## src/rtl/part2_in_debounce_if.sv

```systemverilog
// Bus bundle for the five-channel input conditioner (raw levels in, clean levels/pulses/flags out).
// Optional evt_cnt member is present only when PART2_DEBOUNCE_EVT_CNT_EN is defined.
interface part2_in_debounce_if;
  logic [4:0] raw_in;
  logic [4:0] chg_ack;
  logic [4:0] db_out;
  logic [4:0] rise_pulse;
  logic [4:0] fall_pulse;
  logic [4:0] change_flag;
`ifdef PART2_DEBOUNCE_EVT_CNT_EN
  logic [7:0] evt_cnt;

  modport master (output raw_in, chg_ack,
                  input  db_out, rise_pulse, fall_pulse, change_flag, evt_cnt);
  modport slave  (input  raw_in, chg_ack,
                  output db_out, rise_pulse, fall_pulse, change_flag, evt_cnt);
`else
  modport master (output raw_in, chg_ack,
                  input  db_out, rise_pulse, fall_pulse, change_flag);
  modport slave  (input  raw_in, chg_ack,
                  output db_out, rise_pulse, fall_pulse, change_flag);
`endif
endinterface

```

## src/rtl/part2_in_debounce.sv

```systemverilog
// Five-channel synchroniser + debouncer feeding the inverter stage channels A..E.
// Optional transition event counter enabled by PART2_DEBOUNCE_EVT_CNT_EN.
module part2_in_debounce #(
  parameter int SYNC_STAGES = 2,
  parameter int DEBOUNCE    = 8,
  parameter int CNT_W       = 4
) (
  input  logic                 clk,
  input  logic                 rst,
  part2_in_debounce_if.slave   bus
);

  localparam bit PARAM_OK = (SYNC_STAGES >= 2) && (SYNC_STAGES <= 4) &&
                            (DEBOUNCE >= 1) && (DEBOUNCE <= (2**CNT_W) - 1);
  localparam logic [CNT_W-1:0] CNT_MAX  = CNT_W'(DEBOUNCE - 1);
  localparam logic [CNT_W-1:0] CNT_ONE  = CNT_W'(1'b1);
  localparam logic [CNT_W-1:0] CNT_ZERO = {CNT_W{1'b0}};

  generate
    if (!PARAM_OK) begin : g_param_err
      initial begin
        $display("ERROR: part2_in_debounce illegal parameters SYNC_STAGES=%0d DEBOUNCE=%0d CNT_W=%0d",
                 SYNC_STAGES, DEBOUNCE, CNT_W);
        $finish;
      end
    end
  endgenerate

  logic [4:0]       sync_r [SYNC_STAGES];
  logic [CNT_W-1:0] cnt_r [5];
  logic [CNT_W-1:0] cnt_nxt_s [5];
  logic [4:0]       s_s;
  logic [4:0]       upd_s;
  logic [4:0]       db_r;
  logic [4:0]       rise_r;
  logic [4:0]       fall_r;
  logic [4:0]       flag_r;

  // synchroniser shift chain, last stage feeds the debouncer
  always_ff @(posedge clk) begin
    if (rst) begin
      for (int k = 0; k < SYNC_STAGES; k++) sync_r[k] <= 5'b00000;
    end else begin
      sync_r[0] <= bus.raw_in;
      for (int k = 1; k < SYNC_STAGES; k++) sync_r[k] <= sync_r[k-1];
    end
  end

  assign s_s = sync_r[SYNC_STAGES-1];

  // per-channel stability counter: any agreement with db_out restarts the count
  always_comb begin
    for (int i = 0; i < 5; i++) begin
      upd_s[i]     = 1'b0;
      cnt_nxt_s[i] = cnt_r[i];
      if (s_s[i] == db_r[i]) begin
        cnt_nxt_s[i] = CNT_ZERO;
      end else if (cnt_r[i] == CNT_MAX) begin
        upd_s[i]     = 1'b1;
        cnt_nxt_s[i] = CNT_ZERO;
      end else begin
        cnt_nxt_s[i] = cnt_r[i] + CNT_ONE;
      end
    end
  end

  // debounced state, edge pulses and sticky flags; a set on the ack edge wins
  always_ff @(posedge clk) begin
    if (rst) begin
      for (int i = 0; i < 5; i++) cnt_r[i] <= CNT_ZERO;
      db_r   <= 5'b00000;
      rise_r <= 5'b00000;
      fall_r <= 5'b00000;
      flag_r <= 5'b00000;
    end else begin
      for (int i = 0; i < 5; i++) cnt_r[i] <= cnt_nxt_s[i];
      db_r   <= db_r ^ upd_s;
      rise_r <= upd_s & ~db_r;
      fall_r <= upd_s & db_r;
      flag_r <= (flag_r & ~bus.chg_ack) | upd_s;
    end
  end

  assign bus.db_out      = db_r;
  assign bus.rise_pulse  = rise_r;
  assign bus.fall_pulse  = fall_r;
  assign bus.change_flag = flag_r;

`ifdef PART2_DEBOUNCE_EVT_CNT_EN
  function automatic logic [2:0] popcnt5(input logic [4:0] v);
    logic [2:0] sum;
    sum = 3'd0;
    for (int k = 0; k < 5; k++) sum = sum + {2'b00, v[k]};
    return sum;
  endfunction

  logic [7:0] evt_r;

  // counts pulses visible this cycle, wraps modulo 256
  always_ff @(posedge clk) begin
    if (rst) begin
      evt_r <= 8'd0;
    end else begin
      evt_r <= evt_r + {5'b00000, popcnt5(rise_r | fall_r)};
    end
  end

  assign bus.evt_cnt = evt_r;
`endif

endmodule

```

## src/flat_wrapper.sv

```systemverilog
// flat-port wrapper written by rule: the top's interface ports become plain ports
module part2_in_debounce_flat 
#(
  parameter int SYNC_STAGES = 2,
  parameter int DEBOUNCE    = 8,
  parameter int CNT_W       = 4
)
  (clk, rst, bus_raw_in, bus_chg_ack, bus_db_out, bus_rise_pulse, bus_fall_pulse, bus_change_flag);
  part2_in_debounce_if bus_i ();
  input  logic clk;
  input  logic rst;
  input wire logic [$bits(bus_i.raw_in)-1:0] bus_raw_in;
  input wire logic [$bits(bus_i.chg_ack)-1:0] bus_chg_ack;
  output wire logic [$bits(bus_i.db_out)-1:0] bus_db_out;
  output wire logic [$bits(bus_i.rise_pulse)-1:0] bus_rise_pulse;
  output wire logic [$bits(bus_i.fall_pulse)-1:0] bus_fall_pulse;
  output wire logic [$bits(bus_i.change_flag)-1:0] bus_change_flag;
  assign bus_i.raw_in = bus_raw_in;
  assign bus_i.chg_ack = bus_chg_ack;
  assign bus_db_out = bus_i.db_out;
  assign bus_rise_pulse = bus_i.rise_pulse;
  assign bus_fall_pulse = bus_i.fall_pulse;
  assign bus_change_flag = bus_i.change_flag;
  part2_in_debounce #(.SYNC_STAGES(SYNC_STAGES), .DEBOUNCE(DEBOUNCE), .CNT_W(CNT_W)) u_core (.clk(clk), .rst(rst), .bus(bus_i));
endmodule
```

## config.mk

```make
export PLATFORM = sky130hd
export DESIGN_NAME = part2_in_debounce_flat
export DESIGN_NICKNAME = d
export VERILOG_FILES = /design/src/rtl/part2_in_debounce_if.sv /design/src/rtl/part2_in_debounce.sv /design/src/flat_wrapper.sv
export SDC_FILE = /design/constraint.sdc
export NUM_CORES = 1
export LEC_CHECK = 0
export ABC_CLOCK_PERIOD_IN_PS = 1350
export CAP_MARGIN = 20
export CORE_MARGIN = 2
export CORE_UTILIZATION = 45
export CTS_CLUSTER_SIZE = 14
export DETAILED_ROUTE_END_ITERATION = 16
export GPL_TIMING_DRIVEN = 0
export PLACE_DENSITY_LB_ADDON = 0.3
export SLEW_MARGIN = 30
export SYNTH_ARGS = -nofsm -noshare
export SYNTH_HDL_FRONTEND = slang
export SYNTH_SLANG_ARGS = --single-unit
```

## constraint.sdc

```tcl
create_clock -name clk -period 1.35 [get_ports clk]
set_clock_uncertainty 0.1 [all_clocks]
set_input_delay 0.135 -clock clk [delete_from_list [all_inputs] [get_ports clk]]
set_output_delay 0.135 -clock clk [all_outputs]
set_load 0.01 [all_outputs]
```

# Word-level counts from Yosys, hierarchy flattened
# Memory sizes are Yosys's and may differ from the RTL's.
# Index checks and enable logic that the tools add are counted.
[totals]
inputBits = 12
latch_bits = 0
mem_count = 2
mem_bits_ro = 0
word_cells = 65
output_inout_bits = 20
ff_bits = 20
ramBits = 30
[memory_table]
columns = ["memory", "words", "width", "rd", "rd_clocked_by_memory_dff", "write_ports", "line", "rtl"]
rows = [
  ["u_core.cnt_r", 5, 4, 5, 0, 5, "part2_in_debounce.sv:30", "logic [CNT_W-1:0] cnt_r [5];"],
  ["u_core.sync_r", 2, 5, 2, 0, 2, "part2_in_debounce.sv:29", "logic [4:0] sync_r [SYNC_STAGES];"],
]
[op_classes]
div_mod_pow = 0
n_reduce_logical = 0
magnitude_cmp = 0
mul = 0
n_mux = 30
n_bitwise = 14
shifts = 0
n_eq_ne = 10
n_addsub = 5
[op_table]
columns = ["operator", "count"]
rows = [
  ["2-to-1 mux 4 bit", 15],
  ["adder 4 x 1 -> 4 bit (second input constant)", 5],
  ["== test 4 x 3 -> 1 bit (second input constant)", 5],
  ["AND 5 bit", 3],
  ["2-to-1 mux 1 bit", 13],
  ["2-to-1 mux 5 bit", 2],
  ["NOT 5 bit", 2],
  ["OR 1 bit", 7],
  ["== test 1 bit", 5],
  ["OR 5 bit", 1],
  ["XOR 5 bit", 1],
]

# Longest topological paths before layout
# Gate-level depths: netlist of the first run.
[depth]
word_depth = 4
mapped_depth = 4
mapped_depth_nobuf = 4

# Worst setup path after synthesis of the first run
# Ideal clock, no wire load.
[synth_path]
path_kind = "register to register"
startpoint = "memory u_core.cnt_r[0][0]"
endpoint = "memory u_core.cnt_r[0][3]"
period_less_slack_ns = 1.324
path_buffers = 0
required_time_ns = 1.186
slack_ns = 0.026
path_stages_with_launch = 5
arrival_time_ns = 1.160
setup_ns = 0.064
cell_sequence = "dfxtp_1 ha_1 nand3b_1 or3b_1 nor2_1"
[synth_lines]
columns = ["item", "line"]
rows = [
  ["start, declared", "part2_in_debounce.sv:30"],
]

==> impl_metrics.tcl, run 1 <==
set metrics [dict create \
    ys_ff_latch 50 \
    worstPathRequired_ns 1.46 \
    grt_max_degree 15 \
    nNetsFinal 219 \
    slew_headroom_pct 62.0 \
    htree_levels 2 \
    yosysUniqueCellTypes 20 \
    grt_pass1_vias 1248 \
    boundaryPins 32 \
    antenna_found_initial 0 \
    path_buf_inv 0 \
    start_kind "flip-flop" \
    wl_mm 3.12 \
    min_period_over_period_pct 95.4 \
    die_h_microns 65.9 \
    setup_viol 0 \
    grt_usage_pct 16.4 \
    finalWeightedCongestion 0.716 \
    syn_nets 179 \
    ys_warn_count 0 \
    path_class "reg -> reg" \
    clockBufferDepth 2 \
    path_delay_family "simple AND/OR/NAND/NOR gates" \
    clkSlewWorstSetupHoldPaths_ns 0.08 \
    max_stage_delay_ns 0.36 \
    initial_core_util_pct 47.1 \
    firstDrtPassIters 4 \
    crit_start "u_core.cnt_r[0][16]" \
    cp_cell_sequence "ha_2 > nand3b_1 > nor4b_2" \
    setup-tns-final_ns 0 \
    worstSetupEndpointType "flip-flop" \
    slew_violations 0 \
    crit_cells 3 \
    die_w_microns 65.9 \
    dp_hpwl_mm 2.24 \
    row_count 22 \
    peakVddDrop_mv 0.647 \
    clk_latency_ns 0.30 \
    run_status "complete, no violations" \
    r2r_start "u_core.cnt_r[0][16]" \
    fin_crit_ns 1.29 \
    cts_tree "yes" \
    drive_above_1_share_pct 14.8 \
    slowest_stage "dfxtp_2" \
    worstRegToRegCells 3 \
    drc 0 \
    core_sq_um 3660 \
    critical_path_peak_fanout 5 \
    fillerInstances 334 \
    avgSynthCellArea_sq_um 10.6 \
    cap_violations 0 \
    cts_root_buf "clkbuf_8" \
    area_growth_pct 29.8 \
    synth_seq_area_share_pct 58.1 \
    cp-endpoint "u_core.bus.rise_pulse[4]" \
    wl_per_cell_microns 12.4 \
    rsz0062_at_grt "false" \
    cts_sinks 50 \
    post-route-util_pct 61.1 \
    reg2reg_slack_ns 0.06 \
    grt_pass1_wl_mm 5.31 \
    holdCritStartpoint "rst" \
    drt-initial-drc-count 40 \
    final-hold-violation-count 0 \
    worst_pin_slew_ns 0.571 \
    ant_nets 0 \
    worstPathArrival_ns 1.40 \
    worst_hold_slack_ns 0.0300 \
    gr-total-overflow 0 \
    r2r-end "u_core.bus.rise_pulse[4]" \
    port_buffers 30 \
    fmax_ghz 0.776 \
    netlist_instances 162 \
    diodes 0 \
    die_area_sq_um 4340 \
    num_vias 1239 \
    min_path_type "in -> reg" \
    leakage_uw 0.000944 \
    p_per_area_nw_per_um2 1100 \
    cts_buffers 5 \
    viasPerCell 4.94 \
    synth_area_sq_um 1720 \
]
[cell families (layout without fill, tap and decap cells)]
family / after synthesis / after routing / synth area share, %
flip-flops: 50 / 50 / 58.1
AO/OA/AOI/OAI: 5 / 5 / 2.32
AND/OR/NAND/NOR: 67 / 67 / 21.8
multiplexers: 5 / 5 / 2.90
adder cells (fa/ha/maj): 5 / 5 / 3.63
XOR/XNOR: 16 / 16 / 8.13
buffers and inverters: 14 / 55 / 3.12
[metrics by stage]
step	cells	cell area (sq um)	total power (uW)	setup slack, ns
floorplan	162	1720	1580	0.0260
global route	251	2240	2550	0.00283
CTS	250	2180	2480	0.0132
global placement	240	2080	1620	-0.0509
finish	251	2240	2460	0.0618
detailed placement	240	2080	1630	-0.0805
[worst min-delay path by stage]
stage	to	slack [ns]	cells after the start
after global routing	u_core.sync_r[0][9]	0.02	2
after detailed placement	u_core.sync_r[0][8]	0.34	1
final	u_core.sync_r[0][9]	0.03	2
after floorplan	u_core.sync_r[0][0]	0.16	1
after CTS	u_core.sync_r[0][9]	0.02	2
after global placement	u_core.sync_r[0][5]	0.32	1
[cell type report]
class                           count  area, sq um  share of cell area, %
Multi-Input combinational cell     98          724                   32.4
Buffer                              4         16.3                  0.727
Tap cell                           48         60.1                   2.68
Inverter                           10         37.5                   1.68
Timing Repair Buffer               33          298                   13.3
Clock inverter                      1         5.00                  0.224
Sequential cell                    50         1010                   45.2
Clock buffer                        7         86.3                   3.86
[layout by cell type, fill, tap and decap left out, drive strengths merged, types with 3 or more instances in the layout]
cell,instances
dfxtp,50
xor2,7
nor2b,11
dlygate4sd2,20
clkdlybuf4s50,10
nand3b,5
nand3,8
clkbuf,9
inv,10
mux2i,5
nor2,26
a2bb2oi,3
nor4b,10
buf,5
ha,5
xnor2,9
nor3,3
[what timing repair did]
| action | CTS | global route |
|---|---|---|
| pin swaps | 0 | 2 |
| hold buffers | 0 | 0 |
| setup buffers | 2 | 1 |
| endpoints found under the setup margin | 27 | 24 |
| resized for setup | 25 | 15 |
[per-layer routing]
| metal | vias up | wire [microns] | GRT usage [%] | share of wire, % |
|---|---|---|---|---|
| li1 | 615 | - | - | - |
| met1 | 587 | 1310 | 16.9 | 42 |
| met2 | 32 | 1570 | 29.0 | 50 |
| met3 | 5 | 180 | 6.30 | 5.8 |
| met4 | 0 | 51 | 7.55 | 1.6 |
| met5 | - | 0 | 0 | 0 |
[sequential cells by signal, indices dropped and copies added (netlist names), named ones only]
signal and count:
u_core.bus.change_flag 5, u_core.bus.fall_pulse 5, u_core.bus.rise_pulse 5, u_core.cnt_r 20, u_core.sync_r 10
[Yosys cell counts, drive strengths merged]
cell type | number | share of area, %
dfxtp | 50 | 58
nor2 | 26 | 5.7
nor2b | 11 | 4.0
inv | 10 | 2.2
nor4b | 10 | 5.1
xnor2 | 9 | 4.6
nand3 | 8 | 2.3
xor2 | 7 | 3.6
ha | 5 | 3.6
mux2i | 5 | 2.9
nand3b | 5 | 2.2
a2bb2oi | 3 | 1.5
nor3 | 3 | 0.87
buf | 2 | 0.51
clkbuf | 2 | 0.44
nand2b | 2 | 0.73
or3b | 2 | 1.0
a21oi | 1 | 0.29
a41oi | 1 | 0.51
[report_power, final]
group	total (uW)	leakage, uW	internal [uW]	switching [uW]
combinational	90.2	0.000487	50.6	39.6
clock	868	0.0000482	414	455
sequential	1500	0.000409	1490	12.9
total	2460	0.000944	1960	507
[worst register-to-register path: cells and delay by family, from the launching register on]
family | cells | cell delay [ns]
adder cells (fa/ha/maj) | 1 | 0.20
flip-flops | 1 | 0.36
AND/OR/NAND/NOR | 2 | 0.55
No activity file was read; power rests on OpenSTA's default activity.
==> run 2, diff against run 1 <==
- CTS_CLUSTER_SIZE: 14 -> 40
==> results of run 2 <==
Final layout, timing and power as in run 1 (identical DEF).
==> run 3, diff against run 2 <==
- ABC_AREA: default -> 0
- ABC_CLOCK_PERIOD_IN_PS: 1350 -> 1500
- CORE_UTILIZATION: 45 -> 50
- clock period: 1.35 -> 1.5 ns (I/O delays scaled with it)
==> run 3 against run 2 <==
Effect of this change: sequential power shrank 10%; total power fell by 13%; critical path depth down 2; largest cell class unchanged.
==> impl_metrics.tcl, run 3 (synthesis results as in run 1) <==
set metrics [dict create \
    clockBufferDepth 2 \
    grt_usage_pct 16.6 \
    dp_hpwl_mm 2.10 \
    slew_violations 0 \
    grt_pass1_wl_mm 5.12 \
    port_buffers 30 \
    cts_sinks 50 \
    drc 0 \
    die_area_sq_um 3930 \
    cts_buffers 5 \
    finalWeightedCongestion 0.692 \
    drive_above_1_share_pct 9.36 \
    die_h_microns 62.7 \
    cts_root_buf "clkbuf_4" \
    p_per_area_nw_per_um2 966 \
    ant_nets 0 \
    cts_tree "yes" \
    fin_crit_ns 1.45 \
    clk_latency_ns 0.35 \
    min_path_type "in -> reg" \
    fin_total_pwr_uw 2140 \
    gr-total-overflow 0 \
    fin_cells 249 \
    fin_ws_ns 0.0534 \
    clkSlewWorstSetupHoldPaths_ns 0.13 \
    min_period_over_period_pct 96.4 \
    final-hold-violation-count 0 \
    cap_violations 0 \
    wl_per_cell_microns 12.2 \
    diodes 0 \
    peakVddDrop_mv 0.549 \
    fmax_ghz 0.691 \
    viasPerCell 4.92 \
    start_kind "flip-flop" \
    drt-initial-drc-count 28 \
    area_growth_pct 28.8 \
    final_common_cell "dfxtp_1" \
    slowest_stage "clkdlybuf4s50_1" \
    htree_levels 2 \
    pre_cts_ws_ns 0.0488 \
    path_class "reg -> out" \
    cp_cell_sequence "clkdlybuf4s50_1" \
    die_w_microns 62.7 \
    largest_reg_flops 20 \
    top_regs "u_core.cnt_r x20, u_core.sync_r x10" \
    leakage_uw 0.00110 \
    antenna_found_initial 0 \
    run_status "complete, no violations" \
    max_stage_delay_ns 0.52 \
    boundaryPins 32 \
    worst_hold_slack_ns 0.239 \
    worst_pin_slew_ns 0.556 \
    critical_path_peak_fanout 1 \
    grtUsageMet1_pct 18.6 \
    core_sq_um 3340 \
    firstDrtPassIters 4 \
    use_met3_pct 5.05 \
    grt_max_degree 15 \
    row_count 21 \
    regMostFlops "u_core.cnt_r" \
    num_vias 1225 \
    wl_mm 3.04 \
    path_buf_inv 1 \
    worstPathArrival_ns 1.20 \
    mostFrequentLayoutCells "dfxtp_1, nor2_1, nor2b_1, clkdlybuf4s50_1, dlymetal6s2s_1" \
    top_usage_layer "met2" \
    dp.cells 238 \
    use_met2_pct 29.3 \
    initial_core_util_pct 51.7 \
    worstSetupEndpointType "output pin" \
    slew_headroom_pct 63.0 \
    post-route-util_pct 66.6 \
    worstPathRequired_ns 1.25 \
    setup_viol 0 \
    path_delay_family "buffers and inverters" \
    nNetsFinal 219 \
    grt_pass1_vias 1202 \
]
[run 3: layout make-up]
class	count	area, sq um
buffer	4	16.3
clock buffer	8	78.8
fill	282	1120
inverter	10	37.5
multi-input combinational	98	674
sequential	50	1010
tap	46	57.6
timing repair buffer	33	343
[run 3: what timing repair did]
action,CTS,global route
setup endpoints to repair,8,17
resized for setup,15,14
setup buffers,0,2
hold buffers,1,0
hold endpoints to repair,3,0
[run 3: power by group]
group,switching [uW],internal [uW]
clock network,390,321
logic,35.9,45.2
registers,11.4,1340
total,437,1710
[run 3: path summary, 6_finish.rpt]
check / startpoint / end / slack (ns) / cells after the start
min: bus_raw_in[3] / u_core.sync_r[0][3] / 0.24 / 2
min reg2reg: u_core.cnt_r[0][0] / u_core.cnt_r[0][0] / 0.33 / 1
max reg2reg: u_core.cnt_r[0][4] / u_core.cnt_r[0][5] / 0.06 / 4
max: u_core.bus.rise_pulse[2] / bus_rise_pulse[2] / 0.05 / 1
[run 3: metal layers]
| layer | wire length [microns] | vias to the layer above |
|---|---|---|
| met3 | 119 | 3 |
| met5 | 0 | - |
| met2 | 1440 | 29 |
| met4 | 21 | 0 |
| li1 | - | 619 |
| met1 | 1450 | 574 |
[run 3: metrics by stage]
stage                TNS, ns  instance area [sq um]
floorplan                  0                   1720
global placement           0                   2080
detailed placement         0                   2080
CTS                        0                   2170
global route        -0.00191                   2220
finish                     0                   2220
